## src/rtl/uart_bridge_pkg.sv

```systemverilog
// Shared types and constants for the UART register/memory command bridge.
package uart_bridge_pkg;

    localparam int unsigned MEM_ADDR_W = 9;
    localparam int unsigned DATA_W     = 32;

    localparam logic [7:0] ACK_BYTE = 8'hA5;
    localparam logic [7:0] ERR_BYTE = 8'hEE;

    typedef enum logic [1:0] {
        OP_REG_WR = 2'b00,
        OP_REG_RD = 2'b01,
        OP_MEM_WR = 2'b10,
        OP_MEM_RD = 2'b11
    } opcode_e;

    typedef enum logic [2:0] {
        ST_IDLE,
        ST_GET_IDX,
        ST_GET_ADDR_H,
        ST_GET_ADDR_L,
        ST_GET_DATA,
        ST_EXEC,
        ST_MEM_WAIT,
        ST_SEND
    } state_e;

    // Command fields gathered while parsing the byte stream
    typedef struct packed {
        opcode_e               op;
        logic [7:0]            idx;
        logic [MEM_ADDR_W-1:0] addr;
        logic [DATA_W-1:0]     data;
    } cmd_t;

endpackage

```

## src/rtl/uart_regs_bridge_if.sv

```systemverilog
// Byte-stream handshake between the UART RX/TX layer and the command bridge.
interface uart_regs_bridge_if;

    logic [7:0] rx_byte;
    logic       rx_byte_valid;
    logic [7:0] tx_byte;
    logic       tx_byte_valid;
    logic       tx_byte_ready;

    modport master (
        output rx_byte, rx_byte_valid, tx_byte_ready,
        input  tx_byte, tx_byte_valid
    );

    modport slave (
        input  rx_byte, rx_byte_valid, tx_byte_ready,
        output tx_byte, tx_byte_valid
    );

endinterface

```

## src/rtl/uart_bridge_resp_ser.sv

```systemverilog
// Response serializer: loads a 1- or 4-byte response and shifts it out MSB first.
module uart_bridge_resp_ser (
    input  logic        clk,
    input  logic        rst_n,
    input  logic        load,
    input  logic [31:0] load_word,
    input  logic        load_four,
    output logic [7:0]  tx_byte,
    output logic        tx_byte_valid,
    input  logic        tx_byte_ready,
    output logic        done_c
);

    logic [23:0] shift_q;
    logic [2:0]  rem_q;
    logic        xfer_c;

    assign xfer_c = tx_byte_valid && tx_byte_ready;
    assign done_c = xfer_c && (rem_q == 3'd1);

    // tx_byte only changes on load or transfer, so it holds while stalled
    always_ff @(posedge clk) begin
        if (!rst_n) begin
            tx_byte       <= 8'h00;
            tx_byte_valid <= 1'b0;
            shift_q       <= '0;
            rem_q         <= '0;
        end else if (load) begin
            tx_byte_valid <= 1'b1;
            if (load_four) begin
                tx_byte <= load_word[31:24];
                shift_q <= load_word[23:0];
                rem_q   <= 3'd4;
            end else begin
                tx_byte <= load_word[7:0];
                shift_q <= '0;
                rem_q   <= 3'd1;
            end
        end else if (xfer_c) begin
            if (rem_q == 3'd1) begin
                tx_byte_valid <= 1'b0;
                rem_q         <= '0;
            end else begin
                tx_byte <= shift_q[23:16];
                shift_q <= {shift_q[15:0], 8'h00};
                rem_q   <= rem_q - 3'd1;
            end
        end
    end

endmodule

```

## src/rtl/uart_regs_bridge.sv

```systemverilog
// UART command engine: parses register/memory commands and returns response bytes.
// Optional inter-byte timeout enabled by defining UART_BRIDGE_TIMEOUT_EN.
module uart_regs_bridge
    import uart_bridge_pkg::*;
#(
    parameter int unsigned NUM_REGS_PER_DIR = 8,
    parameter int unsigned TIMEOUT_CYCLES   = 1_000_000
) (
    input  logic                                   clk,
    input  logic                                   rst_n,
    uart_regs_bridge_if.slave                      uart,
    output logic [NUM_REGS_PER_DIR-1:0][DATA_W-1:0] intrfc_regs_in,
    output logic [NUM_REGS_PER_DIR-1:0]            intrfc_regs_in_valid_pulse,
    input  logic [NUM_REGS_PER_DIR-1:0][DATA_W-1:0] intrfc_regs_out,
    output logic [MEM_ADDR_W-1:0]                  mem_addr,
    output logic [DATA_W-1:0]                      mem_wr_data,
    input  logic [DATA_W-1:0]                      mem_rd_data,
    output logic                                   mem_wr,
    output logic                                   busy
);

    localparam int unsigned IDX_W = (NUM_REGS_PER_DIR > 1) ? $clog2(NUM_REGS_PER_DIR) : 1;

    state_e      state_q, state_nx;
    cmd_t        cmd_q, cmd_nx;
    logic [1:0]  data_cnt_q, data_cnt_nx;
    logic        wait_q, wait_nx;
    logic        idx_ok_c, in_get_c, timeout_c;
    logic        reg_wr_c, mem_wr_c, mem_rd_c;
    logic        ser_load_c, ser_four_c, ser_done_c;
    logic [31:0] ser_word_c;
    logic [7:0]  ser_tx_byte;
    logic        ser_tx_valid;

    assign idx_ok_c = cmd_q.idx < 8'(NUM_REGS_PER_DIR);
    assign in_get_c = (state_q == ST_GET_IDX) || (state_q == ST_GET_ADDR_H) ||
                      (state_q == ST_GET_ADDR_L) || (state_q == ST_GET_DATA);

`ifdef UART_BRIDGE_TIMEOUT_EN
    localparam int unsigned TO_W = $clog2(TIMEOUT_CYCLES + 1);
    logic [TO_W-1:0] to_cnt_q;

    assign timeout_c = in_get_c && !uart.rx_byte_valid &&
                       (to_cnt_q == TO_W'(TIMEOUT_CYCLES - 1));

    // Idle-cycle counter, cleared by every accepted byte and outside GET_*
    always_ff @(posedge clk) begin
        if (!rst_n) begin
            to_cnt_q <= '0;
        end else if (in_get_c && !uart.rx_byte_valid && !timeout_c) begin
            to_cnt_q <= to_cnt_q + TO_W'(1);
        end else begin
            to_cnt_q <= '0;
        end
    end
`else
    logic unused_timeout;
    assign unused_timeout = ^32'(TIMEOUT_CYCLES) ^ in_get_c;
    assign timeout_c      = 1'b0;
`endif

    // Next-state and execute controls
    always_comb begin
        state_nx    = state_q;
        cmd_nx      = cmd_q;
        data_cnt_nx = data_cnt_q;
        wait_nx     = 1'b0;
        reg_wr_c    = 1'b0;
        mem_wr_c    = 1'b0;
        mem_rd_c    = 1'b0;
        ser_load_c  = 1'b0;
        ser_four_c  = 1'b0;
        ser_word_c  = '0;

        case (state_q)
            ST_IDLE: begin
                if (uart.rx_byte_valid) begin
                    cmd_nx.op   = opcode_e'(uart.rx_byte[7:6]);
                    data_cnt_nx = 2'd0;
                    state_nx    = uart.rx_byte[7] ? ST_GET_ADDR_H : ST_GET_IDX;
                end
            end
            ST_GET_IDX: begin
                if (uart.rx_byte_valid) begin
                    cmd_nx.idx = uart.rx_byte;
                    state_nx   = (cmd_q.op == OP_REG_WR) ? ST_GET_DATA : ST_EXEC;
                end
            end
            ST_GET_ADDR_H: begin
                if (uart.rx_byte_valid) begin
                    cmd_nx.addr[8] = uart.rx_byte[0];
                    state_nx       = ST_GET_ADDR_L;
                end
            end
            ST_GET_ADDR_L: begin
                if (uart.rx_byte_valid) begin
                    cmd_nx.addr[7:0] = uart.rx_byte;
                    state_nx         = (cmd_q.op == OP_MEM_WR) ? ST_GET_DATA : ST_EXEC;
                end
            end
            ST_GET_DATA: begin
                if (uart.rx_byte_valid) begin
                    cmd_nx.data = {cmd_q.data[23:0], uart.rx_byte};
                    data_cnt_nx = data_cnt_q + 2'd1;
                    if (data_cnt_q == 2'd3) begin
                        state_nx = ST_EXEC;
                    end
                end
            end
            ST_EXEC: begin
                state_nx   = ST_SEND;
                ser_load_c = 1'b1;
                ser_word_c = {24'h0, ACK_BYTE};
                case (cmd_q.op)
                    OP_REG_WR: begin
                        reg_wr_c = idx_ok_c;
                        if (!idx_ok_c) ser_word_c = {24'h0, ERR_BYTE};
                    end
                    OP_REG_RD: begin
                        if (idx_ok_c) begin
                            ser_word_c = intrfc_regs_out[cmd_q.idx[IDX_W-1:0]];
                            ser_four_c = 1'b1;
                        end else begin
                            ser_word_c = {24'h0, ERR_BYTE};
                        end
                    end
                    OP_MEM_WR: mem_wr_c = 1'b1;
                    default: begin
                        mem_rd_c   = 1'b1;
                        ser_load_c = 1'b0;
                        state_nx   = ST_MEM_WAIT;
                    end
                endcase
            end
            // Address registered on entry, memory output valid one cycle later
            ST_MEM_WAIT: begin
                if (wait_q) begin
                    ser_load_c = 1'b1;
                    ser_four_c = 1'b1;
                    ser_word_c = mem_rd_data;
                    state_nx   = ST_SEND;
                end else begin
                    wait_nx = 1'b1;
                end
            end
            ST_SEND: begin
                if (ser_done_c) state_nx = ST_IDLE;
            end
            default: state_nx = ST_IDLE;
        endcase

        if (timeout_c) state_nx = ST_IDLE;
    end

    always_ff @(posedge clk) begin
        if (!rst_n) begin
            state_q    <= ST_IDLE;
            cmd_q      <= '0;
            data_cnt_q <= '0;
            wait_q     <= 1'b0;
            busy       <= 1'b0;
        end else begin
            state_q    <= state_nx;
            cmd_q      <= cmd_nx;
            data_cnt_q <= data_cnt_nx;
            wait_q     <= wait_nx;
            busy       <= (state_nx != ST_IDLE);
        end
    end

    // Register and memory side effects, valid strobes last exactly one cycle
    always_ff @(posedge clk) begin
        if (!rst_n) begin
            intrfc_regs_in             <= '0;
            intrfc_regs_in_valid_pulse <= '0;
            mem_addr                   <= '0;
            mem_wr_data                <= '0;
            mem_wr                     <= 1'b0;
        end else begin
            intrfc_regs_in_valid_pulse <= '0;
            mem_wr                     <= mem_wr_c;
            if (reg_wr_c) begin
                intrfc_regs_in[cmd_q.idx[IDX_W-1:0]] <= cmd_q.data;
                intrfc_regs_in_valid_pulse <= NUM_REGS_PER_DIR'(1) << cmd_q.idx[IDX_W-1:0];
            end
            if (mem_wr_c || mem_rd_c) mem_addr <= cmd_q.addr;
            if (mem_wr_c) mem_wr_data <= cmd_q.data;
        end
    end

    uart_bridge_resp_ser u_resp_ser (
        .clk           (clk),
        .rst_n         (rst_n),
        .load          (ser_load_c),
        .load_word     (ser_word_c),
        .load_four     (ser_four_c),
        .tx_byte       (ser_tx_byte),
        .tx_byte_valid (ser_tx_valid),
        .tx_byte_ready (uart.tx_byte_ready),
        .done_c        (ser_done_c)
    );

    assign uart.tx_byte       = ser_tx_byte;
    assign uart.tx_byte_valid = ser_tx_valid;

endmodule

```

## src/flat_wrapper.sv

```systemverilog
// flat-port wrapper written by rule: the top's interface ports become plain ports
module uart_regs_bridge_flat import uart_bridge_pkg::*;
#(
    parameter int unsigned NUM_REGS_PER_DIR = 8,
    parameter int unsigned TIMEOUT_CYCLES   = 1_000_000
)
  (clk, rst_n, intrfc_regs_in, intrfc_regs_in_valid_pulse, intrfc_regs_out, mem_addr, mem_wr_data, mem_rd_data, mem_wr, busy, uart_rx_byte, uart_rx_byte_valid, uart_tx_byte_ready, uart_tx_byte, uart_tx_byte_valid);
  uart_regs_bridge_if uart_i ();
  input  logic clk;
  input  logic rst_n;
  output logic [NUM_REGS_PER_DIR-1:0][DATA_W-1:0] intrfc_regs_in;
  output logic [NUM_REGS_PER_DIR-1:0] intrfc_regs_in_valid_pulse;
  input  logic [NUM_REGS_PER_DIR-1:0][DATA_W-1:0] intrfc_regs_out;
  output logic [MEM_ADDR_W-1:0] mem_addr;
  output logic [DATA_W-1:0] mem_wr_data;
  input  logic [DATA_W-1:0] mem_rd_data;
  output logic mem_wr;
  output logic busy;
  input wire logic [$bits(uart_i.rx_byte)-1:0] uart_rx_byte;
  input wire logic [$bits(uart_i.rx_byte_valid)-1:0] uart_rx_byte_valid;
  input wire logic [$bits(uart_i.tx_byte_ready)-1:0] uart_tx_byte_ready;
  output wire logic [$bits(uart_i.tx_byte)-1:0] uart_tx_byte;
  output wire logic [$bits(uart_i.tx_byte_valid)-1:0] uart_tx_byte_valid;
  assign uart_i.rx_byte = uart_rx_byte;
  assign uart_i.rx_byte_valid = uart_rx_byte_valid;
  assign uart_i.tx_byte_ready = uart_tx_byte_ready;
  assign uart_tx_byte = uart_i.tx_byte;
  assign uart_tx_byte_valid = uart_i.tx_byte_valid;
  uart_regs_bridge #(.NUM_REGS_PER_DIR(NUM_REGS_PER_DIR), .TIMEOUT_CYCLES(TIMEOUT_CYCLES)) u_core (.clk(clk), .rst_n(rst_n), .uart(uart_i), .intrfc_regs_in(intrfc_regs_in), .intrfc_regs_in_valid_pulse(intrfc_regs_in_valid_pulse), .intrfc_regs_out(intrfc_regs_out), .mem_addr(mem_addr), .mem_wr_data(mem_wr_data), .mem_rd_data(mem_rd_data), .mem_wr(mem_wr), .busy(busy));
endmodule
```

## config.mk

```make
export PLATFORM = sky130hd
export DESIGN_NAME = uart_regs_bridge_flat
export DESIGN_NICKNAME = d
export VERILOG_FILES = /design/src/rtl/uart_bridge_pkg.sv /design/src/rtl/uart_regs_bridge_if.sv /design/src/rtl/uart_bridge_resp_ser.sv /design/src/rtl/uart_regs_bridge.sv /design/src/flat_wrapper.sv
export SDC_FILE = /design/constraint.sdc
export NUM_CORES = 1
export LEC_CHECK = 0
export CAP_MARGIN = 20
export CELL_PAD_IN_SITES_DETAIL_PLACEMENT = 1
export CELL_PAD_IN_SITES_GLOBAL_PLACEMENT = 2
export CORE_MARGIN = 4
export CORE_UTILIZATION = 23
export CTS_CLUSTER_DIAMETER = 150
export CTS_CLUSTER_SIZE = 25
export DETAILED_ROUTE_END_ITERATION = 12
export GPL_ROUTABILITY_DRIVEN = 1
export PLACE_DENSITY_LB_ADDON = 0.1
export SLEW_MARGIN = 10
export SYNTH_ARGS = -nofsm -noshare
export SYNTH_HDL_FRONTEND = slang
export SYNTH_SLANG_ARGS = --single-unit
```

## constraint.sdc

```tcl
create_clock -name clk -period 2 [get_ports clk]
set_input_delay 0.2 -clock clk [delete_from_list [all_inputs] [get_ports clk]]
set_output_delay 0.2 -clock clk [all_outputs]
set_load 0.03 [all_outputs]
```

==> results of run 1 <==
-- metal layers --
layer / wire length [um] / GRT usage [%] / share of wire (%) / vias up
met4: 1327 / 3.353 / 1.5 / 8
met1: 39980 / 29.15 / 46 / 7681
met2: 39530 / 34.64 / 46 / 357
met3: 5757 / 6.006 / 6.6 / 59
li1: - / - / - / 7282
met5: 60 / 0 / 0.069 / -
-- flip-flops by register name, indices dropped and copies added, names as in the netlist, 3 cells and up --
register,cells
u_core.u_resp_ser.rem_q,3
u_core.intrfc_regs_in,256
u_core.intrfc_regs_in_valid_pulse,8
u_core.cmd_q,51
u_core.state_q,3
u_core.mem_addr,9
u_core.u_resp_ser.tx_byte,8
u_core.u_resp_ser.shift_q,24
u_core.mem_wr_data,32
-- Yosys cell counts, types with 3 or more instances --
master | n | area, sq um
o31ai_1 | 5 | 37.54
inv_1 | 10 | 37.54
nor3_1 | 10 | 50.05
o21ai_2 | 22 | 192.7
mux2_2 | 8 | 90.09
nand3_1 | 113 | 565.5
mux2i_1 | 185 | 1852
nor2_1 | 53 | 198.9
nand3_2 | 22 | 220.2
o221ai_1 | 4 | 35.03
o21a_1 | 16 | 120.1
dfxtp_1 | 400 | 8008
ha_1 | 3 | 37.54
nor4_1 | 3 | 18.77
buf_2 | 33 | 165.2
o21ai_0 | 35 | 175.2
o21ai_1 | 107 | 535.5
a211oi_1 | 3 | 22.52
a31oi_1 | 3 | 18.77
a21oi_1 | 101 | 505.5
buf_1 | 11 | 41.29
buf_4 | 4 | 30.03
a22o_1 | 3 | 26.28
nand3_4 | 3 | 52.55
nor2b_1 | 8 | 50.05
clkbuf_1 | 66 | 247.7
mux4_2 | 57 | 1284
o211a_1 | 3 | 30.03
o211ai_1 | 3 | 22.52
and2_1 | 3 | 18.77
buf_6 | 25 | 281.5
nand2_1 | 385 | 1445
and3_1 | 4 | 25.02
-- power groups by stage --
stage          clock network, uW  registers, uW  logic (uW)
3_5_place_dp                   0           8300        2180
5_1_grt                     5210           8120        2360
3_3_place_gp                   0           8300        2170
4_1_cts                     4950           8120        2200
6_report                    4700           8110        2210
2_1_floorplan                  0           8290         938
-- worst paths after layout --
check	from	to	slack (ps)	depth (start not counted)
max	u_core.cmd_q[41]	u_core.u_resp_ser.shift_q[20]	20	6
min	uart_rx_byte[2]	u_core.cmd_q[2]	320	3
max reg2reg	u_core.cmd_q[41]	u_core.u_resp_ser.shift_q[20]	20	6
min reg2reg	u_core.cmd_q[38]	u_core.mem_addr[6]	460	2
-- cell type report --
class / count / area [sq um] / share of cell area (%)
diodes: 1 / 2.502 / 0.009990
clock buffers: 21 / 504.2 / 2.013
clock inverters: 3 / 43.79 / 0.1748
inverters: 11 / 42.54 / 0.1698
multi-input cells: 1198 / 8003 / 31.95
flip-flops and latches: 400 / 8019 / 32.01
well taps: 950 / 1189 / 4.745
repair buffers: 708 / 7247 / 28.93
-- cells in the final DEF, fill, tap and decap left out, drive strengths merged, types with 2 or more instances in the layout --
cell             n
a222oi           2
nand2          385
a31oi            3
nand2b           2
buf             93
nor2b            8
o211a            3
o221ai           4
o211ai           3
clkinv           2
nand3          138
nand4            2
o21ai          164
a211oi           3
and3             4
clkbuf          21
or3              4
dfxtp          400
nor4             4
mux4            57
a22o             3
inv             12
o22ai            2
nor2            54
ha               3
mux2i          185
clkdlybuf4s50  606
and2             3
nor3            10
o31ai            5
dlymetal6s2s     7
o21a            16
a21oi          101
nand3b           2
mux2             8
and4             2
o31a             2
a21o             2
-- critical path, cell delays in order, from the launching register on --
cell     delay (ps)
dfxtp_4         460
buf_12          200
mux4_2          570
mux2i_2         280
buf_4           170
nor2_1           30
o21a_1          160
-- repair_timing --
action / in CTS / in global routing
gates resized for setup: 3 / 18
setup buffers: 0 / 5
hold buffers: 1 / 0
hold endpoints to repair: 11 / 0
setup endpoints to repair: 5 / 196
-- stage by stage --
step                util, %  setup WS, ps
global route          34.86        -5.286
CTS                   34.71         2.518
detailed placement    33.92        -57.74
floorplan                 -         129.4
global placement      33.92        -92.91
finish                34.86         19.39
-- cell families (layout without fill, tap and decap cells) --
group / after synthesis / in the layout / share of synthesized area [%]
compound gates: 320 / 320 / 11.03
fa+ha+maj: 3 / 3 / 0.2237
buf+inv: 151 / 743 / 4.839
flops: 400 / 400 / 47.72
mux: 250 / 250 / 19.22
other cells: 0 / 1 / 0
simple gates: 625 / 625 / 16.96
==> run_results.csv, run 1 <==
group,metric,value,unit
sta,worst_pin_slew,709.2,ps
route,drc_errors,0,
hold_path,hp-class,"input pin to flop",
pwr,leakage,0.009297,uW
logic_synthesis,syn_area_per_cell,9.594,sq um
pwr,ir_drop,0.4062,mV
clocking,path_clk_slew,110,ps
global_route,antenna_found_initial,8,
logic_synthesis,ys_seq_area_share,47.72,%
placement,place_area,0.02438,sq mm
logic_synthesis,async_flop_share,0,%
sta,skew,37.99,ps
outcome,outcome,"completed",
placement,dp_hpwl,68810,um
setup_path,cp.arrival,2440,ps
logic_synthesis,ys_types,63,
sta,rsz0062_at_grt,"true",
logic_synthesis,netlist_area,0.01678,sq mm
pwr,internal_power,11070,uW
global_route,grt_max_degree,102,
pwr,p_comb_share,14.7,%
logic_synthesis,syn_inst,1749,
global_route,grt_pass1_wl,122000,um
pwr,swShare,26.32,%
sta,max_freq,504.9,MHz
clocking,worstSkewPairLatency,570,ps
sta,slew_headroom,52.60,%
floorplanning,core,0.07185,sq mm
final_layout,fillers,8089,
clocking,cts-buffers-inserted,20,
route,vias,15390,
setup_path,crit_type,"flop to flop",
global_route,grt_pass1_vias,15910,
pwr,power_density,599.6,mW/mm^2
final_layout,nNetsFinal,2642,
sta,fin_worst_hold_slack,317.0,ps
clocking,h-tree-depth,1,
placement,place.gp.congestion,0.8975,
route,drt_iter0_drc,936,
clocking,cts_root_buffer,"clkbuf_16",
setup_path,cp_data_required_time,2460,ps
logic_synthesis,syn_nets,2052,
route,totalWireLength,86650,um
logic_synthesis,yosys_warnings,0,
floorplanning,die_x,278.1,um
floorplanning,die_area,0.07734,sq mm
pwr,pwr-share-clk,31.3,%
final_layout,instances_no_fill,3292,
run,drv_cap,0,
route,wire_per_inst,26.32,um
final_layout,syn2layout_area_growth,49.29,%
clocking,cts_sinks,400,
logic_synthesis,synth_edf_count,0,
global_route,grt_overflow,0,
clocking,cts_tree,"built",
placement,dp_cells,3261,
global_route,grt_use_total,21.42,%
pwr,p_sw,3953,uW
sta,layout_min_cycle_time,1981,ps
clocking,clk_path_buf_depth,3,
placement,io_buffers,615,
route,post_drt_via_cell_ratio,4.674,
logic_synthesis,ys_seq_elements,400,
logic_synthesis,yosys_most_used_dff,"dfxtp_1",
final_layout,fin_area,0.02505,sq mm
route,drtAntennaViolNets,0,
setup_path,path_max_fanout,15,
floorplanning,die_h,278.1,um
route,drt_first_pass_iters,5,
sta,fin_setup_tns,0,ps
final_layout,drive_above_1_share,10.76,%
pwr,p_seq_share,54.0,%
pwr,power,15020,uW
sta,finalCritPeriodShare,99.03,%
sta,hold_violations,0,
setup_path,cp-start-kind,"flop",
floorplanning,rows,98,
floorplanning,start_util,23.35,%
sta,slew_violations,0,
setup_path,worst_setup_path_end_kind,"flop",
floorplanning,io_pins,616,
sta,setup_viol,0,
No activity file was read; power rests on OpenSTA's default activity.
==> run 2, diff against run 1 <==
- CTS_BUF_LIST: not set -> sky130_fd_sc_hd__clkbuf_4 sky130_fd_sc_hd__clkbuf_8 sky130_fd_sc_hd__clkbuf_16
==> run 2 against run 1 <==
  * Sequential power barely moved
  * Non-clock buffer count unchanged
  * Register-to-register slack barely moved
  * Setup slack better by 6.3 ps
  * First-iteration DRC count down 9.5%
  * Sequential cell count is the same
  * Clock power hardly changed
  * Via count is 0.39% lower
  * Combinational power about the same
  * Critical path type unchanged
  * Largest cell class unchanged
  * Largest power group unchanged
==> run_results.csv, run 2 (same netlist as run 1, synthesis figures left out) <==
group,metric,value,unit
route,wl_met1,40140,um
setup_path,cp_data_required_time,2460,ps
route,maxUsedRoutingLayer,"met5",
placement,place.gp.congestion,0.8975,
sta,setup_viol,0,
floorplanning,die_x,278.1,um
sta,skew,39.73,ps
route,drt_first_pass_iters,5,
sta,worst_pin_slew,706.9,ps
route,totalWireLength,86610,um
setup_path,r2r_cells,6,
final_layout,fillers,8087,
clocking,cts_tree,"built",
pwr,p_sw,3950,uW
sta,layout_min_cycle_time,1974,ps
global_route,grt_max_degree,102,
global_route,grt_use_total,21.42,%
floorplanning,rows,98,
outcome,outcome,"completed",
placement,io_buffers,615,
route,met3_length,5568,um
final_layout,final_common_cell,"clkdlybuf4s50_1",
floorplanning,start_util,23.35,%
setup_path,worstSetupEndpoint,"u_core.u_resp_ser.shift_q[20]",
route,drt_iter0_drc,847,
final_layout,syn2layout_area_growth,49.31,%
clocking,cts_root_buffer,"clkbuf_16",
sta,max_freq,506.5,MHz
global_route,grt_pass1_vias,15910,
floorplanning,core,0.07185,sq mm
floorplanning,die_area,0.07734,sq mm
route,wire_per_inst,26.31,um
final_layout,layout.core_utilization,34.87,%
clocking,worstSkewPairLatency,570,ps
setup_path,cp.arrival,2440,ps
floorplanning,io_pins,616,
clocking,path_clk_slew,110,ps
sta,slew_headroom,52.76,%
global_route,grt_overflow,0,
placement,place_area,0.02438,sq mm
final_layout,top_register,"u_core.intrfc_regs_in",
final_layout,fin_area,0.02505,sq mm
sta,rsz0062_at_grt,"true",
placement,dp_cells,3261,
run,drv_cap,0,
floorplanning,die_h,278.1,um
sta,fin_worst_hold_slack,313.9,ps
final_layout,nNetsFinal,2642,
route,vias,15330,
pwr,p_seq_share,53.9,%
hold_path,hp-class,"input pin to flop",
setup_path,crit_start,"u_core.cmd_q[41]",
clocking,cts_sinks,400,
final_layout,multi_input_area,0.008003,sq mm
clocking,h-tree-depth,1,
final_layout,instances_no_fill,3292,
setup_path,cp-start-kind,"flop",
global_route,antenna_found_initial,8,
clocking,clk_path_buf_depth,3,
final_layout,mostFrequentLayoutCells,"clkdlybuf4s50_1 (606), dfxtp_1 (397), nand2_1 (382)",
pwr,internal_power,11080,uW
pwr,p_comb_share,14.7,%
sta,finalCritPeriodShare,98.71,%
pwr,leakage,0.009301,uW
final_layout,drive_above_1_share,10.81,%
final_layout,largest_registers,"u_core.intrfc_regs_in (256), u_core.cmd_q (51), u_core.mem_wr_data (32)",
setup_path,crit_type,"flop to flop",
pwr,ir_drop,0.4026,mV
sta,slew_violations,0,
global_route,grt_pass1_wl,122000,um
placement,dp_hpwl,68810,um
final_layout,seq_area,0.008019,sq mm
sta,fin_setup_tns,0,ps
sta,hold_violations,0,
route,drc_errors,0,
setup_path,path_max_fanout,15,
setup_path,reg2reg_to,"u_core.u_resp_ser.shift_q[20]",
hold_path,hp-start,"uart_rx_byte[2]",
final_layout,largest_reg_flops,256,
setup_path,worstReg2RegStart,"u_core.cmd_q[41]",
pwr,swShare,26.28,%
route,post_drt_via_cell_ratio,4.656,
route,route.met2.wl,39530,um
clocking,cts-buffers-inserted,20,
pwr,pwr-share-clk,31.3,%
setup_path,worst_setup_path_end_kind,"flop",
pwr,power_density,599.9,mW/mm^2
setup_path,r2r_setup_slack,30,ps
route,drtAntennaViolNets,0,
[run 2: cell types whose count changed in the layout (fill, tap and decap cells not counted)]
cell      before  now
clkbuf_4       0    1
clkbuf_1       1    0
[run 2: per-layer routing]
layer  track usage, %  vias up
met5                0        -
met4            3.353        8
met3            6.006       59
met2            34.64      349
met1            29.15     7633
li1                 -     7278
[run 2: final cells by class]
cell class	count	area share (%)
timing repair buffer	708	28.93
clock buffer	21	2.028
clock inverter	3	0.1748
antenna	1	0.009988
multi-input combinational	1198	31.94
tap	950	4.744
sequential	400	32.01
inverter	11	0.1698
[run 2: worst min path at each step]
stage                         endpoint  slack (ps)  cells after the start
floorplan             u_core.cmd_q[32]         340                      2
global placement    u_core.mem_addr[3]         440                      2
detailed placement  u_core.mem_addr[0]         450                      2
CTS                    u_core.cmd_q[2]         280                      3
global route          u_core.cmd_q[34]         300                      3
finish                u_core.cmd_q[34]         310                      3
[run 2: worst max-delay path, cell delays in order (launching register included)]
cell and delay, ps:
dfxtp_4 460, buf_12 200, mux4_2 570, mux2i_2 280, buf_4 170, nor2_1 30, o21a_1 160
[run 2: power groups by stage]
stage	clock, uW	combinational (uW)	sequential (uW)
6_report	4710	2210	8110
5_1_grt	5220	2360	8120
3_5_place_dp	0	2180	8300
2_1_floorplan	0	938	8290
3_3_place_gp	0	2170	8300
4_1_cts	4960	2200	8120
[run 2: what timing repair did]
item,CTS,global route
endpoints found under the setup margin,5,196
endpoints found under the hold margin,11,0
gates cloned,0,0
gates resized for setup,3,18
hold buffers,1,0
buffers inserted,0,5
[run 2: through the flow]
stage | worst slack [ps] | power, uW
floorplan | 129.4 | 9229
global placement | -92.91 | 10470
detailed placement | -57.74 | 10480
CTS | 2.493 | 15280
global route | -5.286 | 15700
finish | 25.73 | 15030
